--- src/rtl/fetch_sequencer_pkg.sv ---
// -----------------------------------------------------------------------------
// fetch_sequencer_pkg
// Shared definitions for the fetch sequencer of the 9-bit core:
//   - fetch_state_t : run/done control FSM states
//   - INSTR_W       : instruction word width
//   - HALT_INSTR_DEF: default encoding of the program-ending instruction
// -----------------------------------------------------------------------------
package fetch_sequencer_pkg;

    localparam int unsigned INSTR_W = 9;

    localparam logic [INSTR_W-1:0] HALT_INSTR_DEF = 9'h1FF;

    typedef enum logic [1:0] {
        IDLE  = 2'd0,
        ARMED = 2'd1,
        RUN   = 2'd2,
        DONE  = 2'd3
    } fetch_state_t;

endpackage : fetch_sequencer_pkg

--- src/rtl/fetch_sequencer_if.sv ---
// -----------------------------------------------------------------------------
// fetch_sequencer_if
// Bundles the start/run/done protocol and the instruction-memory side signals
// of the fetch sequencer.
//   start         : start request from the testbench
//   instruction   : word at address pc from instruction memory
//   branch_taken  : branch_en & zero for the current instruction
//   branch_offset : signed word offset relative to the current pc
//   pc            : instruction memory word address
//   run/done      : core write qualifier / program finished
//   timeout       : watchdog stop indicator
// Modports: master = environment side, slave = fetch_sequencer.
// -----------------------------------------------------------------------------
interface fetch_sequencer_if
    import fetch_sequencer_pkg::*;
#(
    parameter int unsigned PC_W = 10
);
    logic               start;
    logic [INSTR_W-1:0] instruction;
    logic               branch_taken;
    logic [7:0]         branch_offset;
    logic [PC_W-1:0]    pc;
    logic               run;
    logic               done;
    logic               timeout;

    modport master (
        output start, instruction, branch_taken, branch_offset,
        input  pc, run, done, timeout
    );

    modport slave (
        input  start, instruction, branch_taken, branch_offset,
        output pc, run, done, timeout
    );

endinterface : fetch_sequencer_if

--- src/rtl/fetch_sequencer_pc_next_calc.sv ---
// -----------------------------------------------------------------------------
// pc_next_calc
// Combinational next-pc adder, also usable for branch-target debug logic.
//   pc_i            : current pc
//   branch_taken_i  : take the branch this cycle
//   branch_offset_i : signed 8-bit word offset relative to pc_i
//   halt_i          : halt instruction present; pc holds (wins over branch)
//   pc_next_o       : next pc, wraps modulo 2**PC_W
// -----------------------------------------------------------------------------
module pc_next_calc #(
    parameter int unsigned PC_W = 10
) (
    input  logic [PC_W-1:0] pc_i,
    input  logic            branch_taken_i,
    input  logic [7:0]      branch_offset_i,
    input  logic            halt_i,
    output logic [PC_W-1:0] pc_next_o
);

    logic [PC_W-1:0] offset_ext_s;

    // Sign-extend the offset to pc width so the add wraps naturally.
    assign offset_ext_s = {{(PC_W-8){branch_offset_i[7]}}, branch_offset_i};

    // Select next pc: halt holds, taken branch adds offset, otherwise step by one.
    always_comb begin
        pc_next_o = pc_i;
        if (halt_i) begin
            pc_next_o = pc_i;
        end else if (branch_taken_i) begin
            pc_next_o = pc_i + offset_ext_s;
        end else begin
            pc_next_o = pc_i + {{(PC_W-1){1'b0}}, 1'b1};
        end
    end

endmodule : pc_next_calc

--- src/rtl/fetch_sequencer.sv ---
// -----------------------------------------------------------------------------
// fetch_sequencer
// Owns the program counter and the IDLE/ARMED/RUN/DONE control FSM of the
// 9-bit core. run gates all core register/memory writes.
// Ports:
//   clk   : core clock, rising edge
//   reset : asynchronous, active-high; clears all state
//   bus   : fetch_sequencer_if.slave (start, instruction, branch_taken,
//           branch_offset in; pc, run, done, timeout out)
// Optional build macro FETCH_WATCHDOG_EN: adds a RUN-cycle watchdog that
// forces DONE with timeout=1 after WDOG_CYCLES RUN cycles without HALT.
// Without it, timeout is tied low and no counter is built.
// -----------------------------------------------------------------------------
module fetch_sequencer
    import fetch_sequencer_pkg::*;
#(
    parameter int unsigned        PC_W        = 10,
    parameter logic [INSTR_W-1:0] HALT_INSTR  = HALT_INSTR_DEF,
    parameter int unsigned        WDOG_CYCLES = 4096
) (
    input  logic              clk,
    input  logic              reset,
    fetch_sequencer_if.slave  bus
);

    // Elaboration-time sanity checks on the configuration.
    if (PC_W < 8) begin : g_bad_pc_w
        $error("fetch_sequencer: PC_W must be at least 8");
    end
    if (WDOG_CYCLES < 2) begin : g_bad_wdog
        $error("fetch_sequencer: WDOG_CYCLES must be at least 2");
    end

    fetch_state_t    state_q;
    logic [PC_W-1:0] pc_q;
    logic [PC_W-1:0] pc_next_s;
    logic            halt_s;

    assign halt_s = (bus.instruction == HALT_INSTR);

    pc_next_calc #(
        .PC_W (PC_W)
    ) u_pc_next_calc (
        .pc_i            (pc_q),
        .branch_taken_i  (bus.branch_taken),
        .branch_offset_i (bus.branch_offset),
        .halt_i          (halt_s),
        .pc_next_o       (pc_next_s)
    );

`ifdef FETCH_WATCHDOG_EN
    localparam int unsigned     WDOG_W    = $clog2(WDOG_CYCLES);
    localparam logic [WDOG_W-1:0] WDOG_LAST = WDOG_W'(WDOG_CYCLES - 1);

    logic [WDOG_W-1:0] wdog_cnt_q;
    logic              timeout_q;

    // Control FSM, program counter, watchdog counter and timeout flag.
    always_ff @(posedge clk or posedge reset) begin
        if (reset) begin
            state_q    <= IDLE;
            pc_q       <= '0;
            wdog_cnt_q <= '0;
            timeout_q  <= 1'b0;
        end else begin
            case (state_q)
                IDLE: begin
                    if (bus.start) begin
                        state_q <= ARMED;
                    end
                end
                ARMED: begin
                    if (!bus.start) begin
                        state_q    <= RUN;
                        pc_q       <= '0;
                        wdog_cnt_q <= '0;
                    end
                end
                RUN: begin
                    // HALT outranks the watchdog expiring in the same cycle.
                    if (halt_s) begin
                        state_q <= DONE;
                    end else if (wdog_cnt_q == WDOG_LAST) begin
                        state_q   <= DONE;
                        timeout_q <= 1'b1;
                    end else begin
                        pc_q       <= pc_next_s;
                        wdog_cnt_q <= wdog_cnt_q + {{(WDOG_W-1){1'b0}}, 1'b1};
                    end
                end
                DONE: begin
                    if (bus.start) begin
                        state_q   <= ARMED;
                        timeout_q <= 1'b0;
                    end
                end
                default: begin
                    state_q <= IDLE;
                end
            endcase
        end
    end

    assign bus.timeout = timeout_q;
`else
    // Control FSM and program counter.
    always_ff @(posedge clk or posedge reset) begin
        if (reset) begin
            state_q <= IDLE;
            pc_q    <= '0;
        end else begin
            case (state_q)
                IDLE: begin
                    if (bus.start) begin
                        state_q <= ARMED;
                    end
                end
                ARMED: begin
                    if (!bus.start) begin
                        state_q <= RUN;
                        pc_q    <= '0;
                    end
                end
                RUN: begin
                    // pc_next_s already holds pc when HALT is present.
                    pc_q <= pc_next_s;
                    if (halt_s) begin
                        state_q <= DONE;
                    end
                end
                DONE: begin
                    if (bus.start) begin
                        state_q <= ARMED;
                    end
                end
                default: begin
                    state_q <= IDLE;
                end
            endcase
        end
    end

    assign bus.timeout = 1'b0;
`endif

    // Outputs decode registered state only; reset drops run asynchronously.
    assign bus.pc   = pc_q;
    assign bus.run  = (state_q == RUN);
    assign bus.done = (state_q == DONE);

endmodule : fetch_sequencer
--- src/flat_wrapper.sv ---
// flat-port wrapper written by rule: the top's interface ports become plain ports
module fetch_sequencer_flat import fetch_sequencer_pkg::*;
#(
    parameter int unsigned        PC_W        = 10,
    parameter logic [INSTR_W-1:0] HALT_INSTR  = HALT_INSTR_DEF,
    parameter int unsigned        WDOG_CYCLES = 4096
)
  (clk, reset, bus_start, bus_instruction, bus_branch_taken, bus_branch_offset, bus_pc, bus_run, bus_done, bus_timeout);
  fetch_sequencer_if #(.PC_W(PC_W)) bus_i ();
  input  logic clk;
  input  logic reset;
  input wire logic [$bits(bus_i.start)-1:0] bus_start;
  input wire logic [$bits(bus_i.instruction)-1:0] bus_instruction;
  input wire logic [$bits(bus_i.branch_taken)-1:0] bus_branch_taken;
  input wire logic [$bits(bus_i.branch_offset)-1:0] bus_branch_offset;
  output wire logic [$bits(bus_i.pc)-1:0] bus_pc;
  output wire logic [$bits(bus_i.run)-1:0] bus_run;
  output wire logic [$bits(bus_i.done)-1:0] bus_done;
  output wire logic [$bits(bus_i.timeout)-1:0] bus_timeout;
  assign bus_i.start = bus_start;
  assign bus_i.instruction = bus_instruction;
  assign bus_i.branch_taken = bus_branch_taken;
  assign bus_i.branch_offset = bus_branch_offset;
  assign bus_pc = bus_i.pc;
  assign bus_run = bus_i.run;
  assign bus_done = bus_i.done;
  assign bus_timeout = bus_i.timeout;
  fetch_sequencer #(.PC_W(PC_W), .HALT_INSTR(HALT_INSTR), .WDOG_CYCLES(WDOG_CYCLES)) u_core (.clk(clk), .reset(reset), .bus(bus_i));
endmodule
--- config.mk ---
export PLATFORM = sky130hd
export DESIGN_NAME = fetch_sequencer_flat
export DESIGN_NICKNAME = d
export VERILOG_FILES = /design/src/rtl/fetch_sequencer_pkg.sv /design/src/rtl/fetch_sequencer_if.sv /design/src/rtl/fetch_sequencer_pc_next_calc.sv /design/src/rtl/fetch_sequencer.sv /design/src/flat_wrapper.sv
export SDC_FILE = /design/constraint.sdc
export NUM_CORES = 1
export LEC_CHECK = 0
export ABC_CLOCK_PERIOD_IN_PS = 2390
export CAP_MARGIN = 20
export CORE_UTILIZATION = 42
export DETAILED_ROUTE_END_ITERATION = 7
export GPL_ROUTABILITY_DRIVEN = 0
export MAX_ROUTING_LAYER = met4
export PLACE_DENSITY = 0.73
export RECOVER_POWER = 100
export SYNTH_ARGS = -nofsm -noshare
export SYNTH_HDL_FRONTEND = slang
export SYNTH_SLANG_ARGS = --single-unit
--- constraint.sdc ---
create_clock -name clk -period 2.39 [get_ports clk]
set_input_delay 0.239 -clock clk [delete_from_list [all_inputs] [get_ports clk]]
set_output_delay 0.239 -clock clk [all_outputs]
set_load 0.01 [all_outputs]
* Word level (Yosys, flattened, before mapping)
Index checks and enable logic that the tools add are counted.
Word-level totals: register bits 12, output and inout port bits 13
Operators by class: muxes and demuxes 8, add/subtract/negate cells 2, equality and inequality tests 8, reduce and logical (&&, ||, !) cells 5
Operator list (count):
- $mux W10 | 3
- $pmux W10 S2 | 1
- $add A10 B1 Y10 const B | 1
- $add A10 B10 Y10 | 1
- $eq A9 B9 Y1 const B | 1
- $mux W2 | 3
- $pmux W2 S3 | 1
- $reduce_and A3 Y1 | 2
- $eq A2 B2 Y1 const B | 2
- $ne A2 B1 Y1 const B | 2
- $ne A2 B2 Y1 const B | 2
- $eq A2 B1 Y1 const B | 1
- $logic_not A2 Y1 | 1
- $reduce_bool A2 Y1 | 1
- $reduce_or A2 Y1 | 1

* Logic depth before layout (Yosys ltp)
word-level depth 4, depth in mapped cells 10

* By module
From an unflattened synthesis, not the netlist that was laid out.
Second synthesis, totals: cells, all modules 143, area, all modules 1201.2 um2
By module, submodules not included:
- fetch_sequencer | cells an instance 58, area an instance 618.1 um2, times used 1
- pc_next_calc | cells an instance 85, area an instance 583.1 um2, times used 1

* Worst setup path before layout
Ideal clock, no wire load.
path type reg-to-reg, from reg u_core.pc_q[4], in the netlist u_core.bus.pc[4], to reg u_core.pc_q[9], in the netlist u_core.bus.pc[9], data arrival time 1876 ps, data required time 2266 ps, library setup time 124 ps, cell stages (with the launch flop) 8, buffers on the path 0, setup slack 390 ps, path through dfrtp_1 ha_1 a21o_1 a31o_1 a31oi_2 nor4_1 o211a_1 a211o_1
Between the ends: word-level cells in the longest chain between the ends 4, elaborated cells on any way between the ends 5
RTL lines:
- start: declaration | line fetch_sequencer.sv:35 | logic [PC_W-1:0] pc_q;
- start signal: assignment | line fetch_sequencer.sv:126 | pc_q <= pc_next_s;
- $add A10 B1 Y10 or $add A10 B10 Y10 (tied branches) | line fetch_sequencer_pc_next_calc.sv:33, fetch_sequencer_pc_next_calc.sv:31
- $mux W10 (*) | line fetch_sequencer_pc_next_calc.sv:30 | end else if (branch_taken_i) begin
- $mux W10 (*) | line fetch_sequencer_pc_next_calc.sv:28 | if (halt_i) begin
- $pmux W10 S2 (*) | line fetch_sequencer.sv:112 | case (state_q)
Every way passes the cells marked *; elsewhere a longest branch is shown, timed or not. The select of a mux whose other input is x is not followed. A chain may end at the register's enable or synchronous reset.

* Worst setup path in the final report
from in bus_branch_offset[4], to reg u_core.pc_q[9], in the netlist u_core.bus.pc[9]
Between the ends: word-level cells in the longest chain between the ends 4
RTL lines:
- start: declaration | line flat_wrapper.sv:15 | input wire logic [$bits(bus_i.branch_offset)-1:0] bus_branch_offset;
- $add A10 B10 Y10 | line fetch_sequencer_pc_next_calc.sv:31 | pc_next_o = pc_i + offset_ext_s;
- $mux W10 | line fetch_sequencer_pc_next_calc.sv:30
- $mux W10 | line fetch_sequencer_pc_next_calc.sv:28
- $pmux W10 S2 | line fetch_sequencer.sv:112
Every way passes these cells. The select of a mux whose other input is x is not followed.

==> results_dict.tcl <==
set metrics [dict create \
    outcome "finished clean" \
    drc 0 \
    grt_pass1_wl_mm 4.32 \
    syn-cell-area_sq_um 1010 \
    grt_usage_pct 22.8 \
    drv_cap 0 \
    synth_top_area_share_pct 29.8 \
    drive_gt1_share_pct 11.1 \
    r2r_start "u_core.bus.pc[4]" \
    max_freq_mhz 450 \
    r2r_end "u_core.bus.pc[9]" \
    finalSetupViolations 0 \
    routed_wirelength_mm 2.46 \
    vias_per_cell 5.28 \
    yosys.area.top_type "dfrtp_1" \
    postSynthAreaPerCell_sq_um 8.77 \
    cts_max_level 1 \
    ant_nets 0 \
    min_period_over_period_pct 93.0 \
    wl_per_cell_um 12.9 \
    yosys_register_bits 12 \
    clock_latency_ns 0.28 \
    root_buffer "clkbuf_4" \
    setup_tns_ns 0 \
    grt_pass1_vias 1038 \
    path_class "input pin to flop" \
    synth_cell_types 35 \
    fin_worst_skew_ns 0.00307 \
    numPortBuffers 32 \
    grt_max_degree 15 \
    hp-class "input pin to asynchronous set/reset pin" \
    reg2reg_slack_ns 0.24 \
    synthArstFlopShare_pct 100 \
    seq_area_frac_synth_pct 29.8 \
    arrival_ns 2.39 \
    cts.path.max_buffers 2 \
    clkSinkCount 12 \
    path_cells "clkdlybuf4s50_1, and2_0, ha_1, a21o_1, a31o_1, a31oi_1, nor4_1, o211a_1, a211o_1" \
    synthTopCellsByArea "dfrtp_1, ha_1, nand2_1, o21ai_0, a22o_1" \
    dr.pass1.iters 4 \
    critical_path.max_stage_delay_ns 0.39 \
    max_slew_margin_pct 59.5 \
    p_leak_nw 0.749 \
    utilization_pct 66.3 \
    dieHeight_um 51 \
    drt_iter0_drc 12 \
    rsz0062_at_grt "no" \
    synth_nets 150 \
    start_util_pct 45.2 \
    num_vias 1004 \
    cp-end-kind "flop" \
    syn_inst 115 \
    core_area_sq_um 2230 \
    row_count 17 \
    die-area_sq_um 2600 \
    area_growth_syn_to_layout_pct 46.9 \
    layout.cells.most_common_list "clkdlybuf4s50_1, nand2_1, ha_1, dlygate4sd3_1" \
    synth_ff_type "dfrtp_1" \
    fin_nets 198 \
    synth_edf_count 0 \
    worst_setup_path_start_kind "input pin" \
    fillCellCount 194 \
    fin_crit_ns 2.22 \
    final_max_slew_viol_count 0 \
    tritoncts "yes" \
    cts_buffers 3 \
    path_clk_slew_ns 0.09 \
    r2r_cells 7 \
    ios 34 \
    slowest_stage "clkdlybuf4s50_1" \
    path_buf_inv 1 \
    grt_overflow_total 0 \
    dpl.hpwl_mm 1.95 \
    finalHoldViolCount 0 \
    required_ns 2.56 \
    ys_warn_count 0 \
    ir_worst_vdd_v 0.000736 \
    cts_setup_buffers 0 \
    layout_commonest_cell "clkdlybuf4s50_1" \
    path_max_fanout 4 \
    power_density_nw_per_um2 954 \
    worstMarginPinSlew_ns 0.607 \
    n_antenna_cell 0 \
    antenna_found_initial 0 \
    chipWidth_um 51 \
    cpLargestDelayFamily "compound AO/OA/AOI/OAI gates" \
]
-- power breakdown --
group | internal (mW) | switching (mW)
Clock | 0.0926 | 0.0780
Combinational | 0.450 | 0.429
Sequential | 0.287 | 0.0770
Total | 0.829 | 0.584
-- registers in the layout (all words and copies together), names as in the netlist --
signal and flops:
u_core.bus.pc 10, u_core.state_q 2
-- cells by family after synthesis --
logic type | share of synthesized area [%]
xor gates and xnor gates | 5.21
and+or+nand+nor | 19.5
other | 0.372
DFF | 29.8
buffers and inverters | 4.59
adders and majority gates | 18.1
AOI/OAI and AO/OA | 22.5
-- layout make-up --
cell class | count | area [sq um] | area share (%)
Clock buffer | 4 | 36.3 | 2.45
Inverter | 8 | 30.0 | 2.03
Multi-Input combinational cell | 92 | 656 | 44.3
Sequential cell | 12 | 300 | 20.3
Tap cell | 28 | 35.0 | 2.36
Timing Repair Buffer | 46 | 424 | 28.6
-- worst max-delay path by stage --
stage                               startpoint               end  slack (ns)  cells after the start
after detailed placement      bus_branch_taken  u_core.bus.pc[9]       -0.22                     10
after global routing      bus_branch_offset[4]  u_core.bus.pc[9]        0.09                      9
after floorplan               u_core.bus.pc[4]  u_core.bus.pc[9]        0.39                      7
after global placement        bus_branch_taken  u_core.bus.pc[9]       -0.17                      9
after CTS                     bus_branch_taken  u_core.bus.pc[9]        0.09                     10
final                     bus_branch_offset[4]  u_core.bus.pc[9]        0.17                      9
-- Yosys cell counts (2+ instances only) --
library cell,number
a21oi_1,8
a22o_1,5
and2_1,5
dfrtp_1,12
ha_1,13
inv_1,8
nand2_1,14
nand2b_1,6
nand3_1,2
nor2_1,3
nor2b_1,2
o211a_1,2
o21ai_0,9
xnor2_1,4
xor2_1,2
-- worst reg2reg max path, delay by kind of cell, from the launching register on --
kind / cells / cell delay [ns]
AOI/OAI and AO/OA: 5 / 1.17
DFF: 1 / 0.41
adders and majority gates: 1 / 0.31
and+or+nand+nor: 1 / 0.15
-- through the flow --
stage	power (mW)	hold WS, ns	worst slack, ns	cell area (sq um)	std cells
6_report	1.41	0.414	0.168	1480	190
5_1_grt	1.55	0.484	0.0853	1480	190
2_1_floorplan	0.896	0.104	0.390	1010	115
3_5_place_dp	1.30	0.516	-0.219	1450	186
4_1_cts	1.48	0.295	0.0850	1490	190
3_3_place_gp	1.27	0.499	-0.166	1450	186
-- timing repair --
action	CTS	global route
hold buffers	0	0
endpoints found under the setup margin	0	2
gates resized for setup	0	1
-- layer usage --
| layer | GRT usage (%) | routed length [um] | share of wire [%] |
|---|---|---|---|
| met4 | 10.2 | 26 | 1.1 |
| met3 | 3.27 | 73 | 3.0 |
| met2 | 40.6 | 1210 | 49 |
| met5 | - | 0 | 0 |
| met1 | 24.9 | 1150 | 47 |
Note: power is estimated with default switching activity, not from simulation.
